File: config.mk
export PLATFORM = sky130hd
export DESIGN_NAME = item_spawner
export DESIGN_NICKNAME = d
export VERILOG_FILES = /design/src/rtl/item_spawner.sv
export SDC_FILE = /design/constraint.sdc
export NUM_CORES = 1
export LEC_CHECK = 0
export ABC_CLOCK_PERIOD_IN_PS = 5100
export CAP_MARGIN = 20
export CELL_PAD_IN_SITES_DETAIL_PLACEMENT = 1
export CELL_PAD_IN_SITES_GLOBAL_PLACEMENT = 2
export CORE_MARGIN = 5
export CORE_UTILIZATION = 33
export DETAILED_ROUTE_END_ITERATION = 7
export PLACE_DENSITY = 0.66
export SETUP_SLACK_MARGIN = 0.2
export SYNTH_ARGS = -nofsm -noshare
export SYNTH_HDL_FRONTEND = slang
export SYNTH_SLANG_ARGS = --single-unit
export TNS_END_PERCENT = 10
File: constraint.sdc
create_clock -name clk -period 5.1 [get_ports clk]
set_input_delay 1.02 -clock clk [delete_from_list [all_inputs] [get_ports clk]]
set_output_delay 1.02 -clock clk [all_outputs]
set_load 0.02 [all_outputs]
File: src/rtl/item_spawner.sv
// Level item placer: draws X/Y/type from the LFSR byte stream, rejects
// out-of-range or overlapping candidates, and writes the item table.
module item_spawner #(
  parameter int NUM_ITEMS = 8,
  parameter int X_SPAN    = 160,
  parameter int Y_MIN     = 40,
  parameter int Y_MAX     = 119,
  parameter int MIN_SEP   = 16,
  parameter int MAX_TRIES = 16
) (
  input  logic                         clk,
  input  logic                         rst,
  input  logic                         start,
  input  logic [7:0]                   rand_in,
  output logic                         busy,
  output logic                         done,
  output logic                         wr_en,
  output logic [$clog2(NUM_ITEMS)-1:0] wr_addr,
  output logic [7:0]                   wr_x,
  output logic [6:0]                   wr_y,
  output logic [1:0]                   wr_type,
  output logic                         wr_valid
);

  localparam int AW = $clog2(NUM_ITEMS);
  localparam int TW = $clog2(MAX_TRIES);
  localparam logic [7:0]    XS   = 8'(X_SPAN);
  localparam logic [6:0]    YLO  = 7'(Y_MIN);
  localparam logic [6:0]    YHI  = 7'(Y_MAX);
  localparam logic [8:0]    SEP  = 9'(MIN_SEP);
  localparam logic [AW-1:0] LAST = AW'(NUM_ITEMS - 1);
  localparam logic [TW-1:0] LTRY = TW'(MAX_TRIES - 1);

  typedef enum logic [2:0] {
    S_IDLE, S_GET_X, S_GET_Y, S_GET_T, S_CHECK, S_WRITE, S_DONE
  } state_t;

  state_t         state_q, state_d;
  logic [AW-1:0]  cnt_q, cnt_d;
  logic [AW-1:0]  idx_q, idx_d;
  logic [TW-1:0]  att_q, att_d;
  logic [7:0]     cx_q, cx_d;
  logic [6:0]     cy_q, cy_d;
  logic [1:0]     ct_q, ct_d;
  logic           ok_q, ok_d;
  logic [7:0]     px_q [NUM_ITEMS];
  logic [7:0]     px_d [NUM_ITEMS];
  logic [6:0]     py_q [NUM_ITEMS];
  logic [6:0]     py_d [NUM_ITEMS];
  logic [NUM_ITEMS-1:0] pv_q, pv_d;

  logic [8:0] dx, dy, adx, ady;
  logic       conflict, rej;

  // Differences are taken one bit wider so the magnitude never wraps.
  always_comb begin
    dx  = {1'b0, cx_q} - {1'b0, px_q[idx_q]};
    dy  = {2'b0, cy_q} - {2'b0, py_q[idx_q]};
    adx = dx[8] ? (9'd0 - dx) : dx;
    ady = dy[8] ? (9'd0 - dy) : dy;
    conflict = pv_q[idx_q] && (adx < SEP) && (ady < SEP);
  end

  always_comb begin
    state_d = state_q;
    cnt_d   = cnt_q;
    idx_d   = idx_q;
    att_d   = att_q;
    cx_d    = cx_q;
    cy_d    = cy_q;
    ct_d    = ct_q;
    ok_d    = ok_q;
    px_d    = px_q;
    py_d    = py_q;
    pv_d    = pv_q;
    rej     = 1'b0;
    unique case (state_q)
      S_IDLE: begin
        if (start) begin
          state_d = S_GET_X;
          cnt_d   = '0;
          att_d   = '0;
          pv_d    = '0;
        end
      end
      S_GET_X: begin
        if (rand_in < XS) begin
          cx_d    = rand_in;
          state_d = S_GET_Y;
        end else begin
          rej = 1'b1;
        end
      end
      S_GET_Y: begin
        if (rand_in[6:0] >= YLO && rand_in[6:0] <= YHI) begin
          cy_d    = rand_in[6:0];
          state_d = S_GET_T;
        end else begin
          rej = 1'b1;
        end
      end
      S_GET_T: begin
        ct_d    = rand_in[1:0];
        idx_d   = '0;
        state_d = S_CHECK;
      end
      S_CHECK: begin
        if (cnt_q == '0) begin
          ok_d    = 1'b1;
          state_d = S_WRITE;
        end else if (conflict) begin
          rej = 1'b1;
        end else if (idx_q == cnt_q - AW'(1)) begin
          ok_d    = 1'b1;
          state_d = S_WRITE;
        end else begin
          idx_d = idx_q + AW'(1);
        end
      end
      S_WRITE: begin
        px_d[cnt_q] = cx_q;
        py_d[cnt_q] = cy_q;
        pv_d[cnt_q] = ok_q;
        if (cnt_q == LAST) begin
          state_d = S_DONE;
        end else begin
          cnt_d   = cnt_q + AW'(1);
          att_d   = '0;
          state_d = S_GET_X;
        end
      end
      S_DONE:  state_d = S_IDLE;
      default: state_d = S_IDLE;
    endcase
    if (rej) begin
      if (att_q == LTRY) begin
        ok_d    = 1'b0;
        state_d = S_WRITE;
      end else begin
        att_d   = att_q + TW'(1);
        state_d = S_GET_X;
      end
    end
  end

  always_ff @(posedge clk or posedge rst) begin
    if (rst) begin
      state_q <= S_IDLE;
      cnt_q   <= '0;
      idx_q   <= '0;
      att_q   <= '0;
      cx_q    <= '0;
      cy_q    <= '0;
      ct_q    <= '0;
      ok_q    <= 1'b0;
      px_q    <= '{default: '0};
      py_q    <= '{default: '0};
      pv_q    <= '0;
    end else begin
      state_q <= state_d;
      cnt_q   <= cnt_d;
      idx_q   <= idx_d;
      att_q   <= att_d;
      cx_q    <= cx_d;
      cy_q    <= cy_d;
      ct_q    <= ct_d;
      ok_q    <= ok_d;
      px_q    <= px_d;
      py_q    <= py_d;
      pv_q    <= pv_d;
    end
  end

  assign busy     = (state_q != S_IDLE);
  assign done     = (state_q == S_DONE);
  assign wr_en    = (state_q == S_WRITE);
  assign wr_addr  = wr_en ? cnt_q : '0;
  assign wr_x     = wr_en ? cx_q : '0;
  assign wr_y     = wr_en ? cy_q : '0;
  assign wr_type  = wr_en ? ct_q : '0;
  assign wr_valid = wr_en & ok_q;

endmodule

==> flow_summary.yaml <==
floorplanning:
  initial_utilization: 0.337
  pin_count: 35
  die_h_um: 168
  dieArea_mm2: 0.0282
  fp-row-count: 57
  core_area_mm2: 0.0244
  die_width_um: 168
setup_path:
  crit_type: "register to register"
  worstPathRequired_ps: 5440
  cp-start-kind: "register"
  critPathBufInv: 1
  critPathArrivalTime_ps: 4600
  crit_path_frequent_cell: "mux2i_1"
  worst-path-stages: 12
  critPathTopFamily: "multiplexers"
  r2r_setup_slack_ps: 840
  worstReg2RegEnd: "att_q[1]"
  path_cells: "buf_4 -> mux4_2 -> mux2i_1 -> ha_1 -> nor2b_1 -> a221o_1 -> a211oi_2 -> nand3_1 -> nor3_2 -> o2111ai_4 -> a21boi_2 -> mux2i_1"
  r2r-start: "idx_q[0]"
  critPathLaunch: "idx_q[0]"
  r2r_cells: 12
  endpoint_kind: "register"
  cp_slowest_cell: "dfrtp_2"
  crit_path_end: "att_q[1]"
  max_stage_delay_ps: 840
  cp_max_fo: 19
synthesis:
  synth_ff_type: "dfrtp_1"
  ys_seq_elements: 159
  synth.net_count: 688
  yosysSeqAreaShare: 0.484
  syn_area_mm2: 0.00822
  synth-edff-count: 0
  synth.distinct_cells: 62
  netlist_instances: 654
  synth_warnings: 0
  postSynthAreaPerCell_um2: 12.6
  async_flop_share: 1.00
cts:
  cts_resized: 0
  clock_sinks: 159
  holdBufCountCts: 0
  clock_latency_ps: 420
  cts_setup_buffers: 0
  path_clk_slew_ps: 70
  root_buffer: "clkbuf_16"
  cts_made_buffers: 17
  clockBufferDepth: 2
  cts_tree: "done"
  cts_max_level: 4
drt:
  wirelength_um: 22000
  wire_per_inst_um: 21.6
  drcViolationCount: 0
  viasPerCell: 5.25
  vias: 5327
  dr.first_iter.drc_count: 246
  final_antenna_net_count: 0
  dr.pass1.iters: 5
sta:
  setup_violations: 0
  fin_tns_setup_ps: 0
  layout_min_cycle_time_ps: 4260
  max_slew_margin: 0.524
  clock_skew_ps: 9.71
  rsz0062_at_grt: "no"
  clock.fmax_mhz: 235
  hold_viol_final: 0
  worst_pin_slew_ps: 713
  period_share: 0.836
  drv_slew: 0
power:
  p_sw_w: 0.00241
  switching_share: 0.404
  power_w: 0.00598
  p_seq_frac: 0.339
  powerDensity_mw_per_mm2: 628
  combPwrFrac: 0.445
  ir_worst_vdd_v: 0.000230
  pwr-share-clk: 0.216
  internal_power_w: 0.00357
  p_leak_nw: 4.28
global_routing:
  grtUsageTotal: 0.161
  grt_max_degree: 82
  antenna_found_initial: 0
  grt_overflow: 0
  grt_pass1_vias: 5915
  grt_pass1_wl_um: 35100
run_status:
  status: "complete, no violations"
placed_design:
  io_buffers: 34
  routabilityCongestion: 0.777
  hpwl_um: 14600
cells_and_area:
  syn_to_final_growth_pct: 15.8
  insertedDiodeCount: 0
  drive_gt1_frac: 0.329
  final_nets: 712
hold_path:
  hp-class: "register to register"
job:
  cap_violations: 0
how the worst min path moves through the flow:
stage	from	endpoint	depth (start not counted)
finish	px_q[63]	px_q[63]	2
global route	py_q[21]	py_q[21]	2
CTS	py_q[21]	py_q[21]	2
detailed placement	py_q[21]	py_q[21]	2
global placement	px_q[25]	px_q[25]	2
floorplan	px_q[40]	px_q[40]	2
power by group through the flow:
| stage | clock network [W] | registers [W] | logic (W) |
|---|---|---|---|
| after floorplan | 0 | 0.00176 | 0.00222 |
| after global placement | 0 | 0.00202 | 0.00259 |
| after detailed placement | 0 | 0.00206 | 0.00267 |
| after CTS | 0.00133 | 0.00204 | 0.00269 |
| after global routing | 0.00138 | 0.00209 | 0.00293 |
| final | 0.00129 | 0.00203 | 0.00266 |
cell type report:
class | instances | area, um2
inverters | 21 | 82.6
fillers | 2569 | 14900
clock inverters | 15 | 170
multi-input cells | 429 | 3980
repair buffers | 50 | 473
well taps | 324 | 405
clock buffers | 17 | 425
flip-flops and latches | 159 | 3980
Yosys cell counts, types with 6 or more instances:
master      n  area [um2]
nand2_1    46         173
o21ai_0    31         155
a21oi_1    21         105
mux4_2     32         721
inv_1      21        78.8
nand3_1    13        65.1
buf_2      11        55.1
mux2_2    124        1400
nor2_1     21        78.8
and3_1     16         100
dfrtp_1   159        3980
ha_1       21         263
xnor2_1     6        52.6
buf_1      13        48.8
mux2i_1    17         170
clkbuf_1   20        75.1
nor3_1      7        35.0
kinds of logic (layout without fill, tap and decap cells):
kind of cell               Yosys count  count (layout)  synth area share
AOI/OAI and AO/OA                   89              89            0.0735
xor gates and xnor gates            10              10            0.0107
adders and majority gates           23              23            0.0368
buffers and inverters               66             103            0.0323
DFF                                159             159             0.484
muxes                              174             174             0.280
and+or+nand+nor                    133             133            0.0827
sequential cells by signal, indices dropped and copies added (netlist names):
name and count:
cnt_q 3, att_q 4, ok_q 1, px_q 64, pv_q 8, idx_q 3, ct_q 2, cy_q 7
state_q 3, py_q 56, cx_q 8
worst reg2reg max path, cell delays in order, from the launching register on:
cell and delay, ps:
dfrtp_2 840, buf_4 480, mux4_2 550, mux2i_1 280, ha_1 330, nor2b_1 80, a221o_1 360, a211oi_2 180
nand3_1 110, nor3_2 260, o2111ai_4 210, a21boi_2 280, mux2i_1 230
metal layers:
metal | track usage | routed length (um)
met1 | 0.211 | 9980
met2 | 0.275 | 11100
met3 | 0.0272 | 464
met4 | 0.0498 | 453
met5 | 0 | 0
placed cells by master, fill, tap and decap left out, types with 15 or more instances in the layout:
master | synthesis | final
dfrtp_1 | 159 | 158
mux2_2 | 124 | 124
nand2_1 | 46 | 46
clkdlybuf4s50_1 | 0 | 34
mux4_2 | 32 | 32
o21ai_0 | 31 | 31
a21oi_1 | 21 | 21
ha_1 | 21 | 21
inv_1 | 21 | 20
nor2_1 | 21 | 20
mux2i_1 | 17 | 17
clkbuf_16 | 0 | 17
and3_1 | 16 | 16
buf_4 | 1 | 15
stage by stage:
step           std cells   util  worst slack (ps)  area [um2]  hold WS, ps
2_1_floorplan        654      -              1160        8220          445
3_3_place_gp         983  0.366               835        8920          465
3_5_place_dp         983  0.366               788        8920          469
4_1_cts             1015  0.390               757        9510          486
5_1_grt             1015  0.390               500        9510          517
6_report            1015  0.390               837        9510          483
Note: power is estimated with default switching activity, not from simulation.
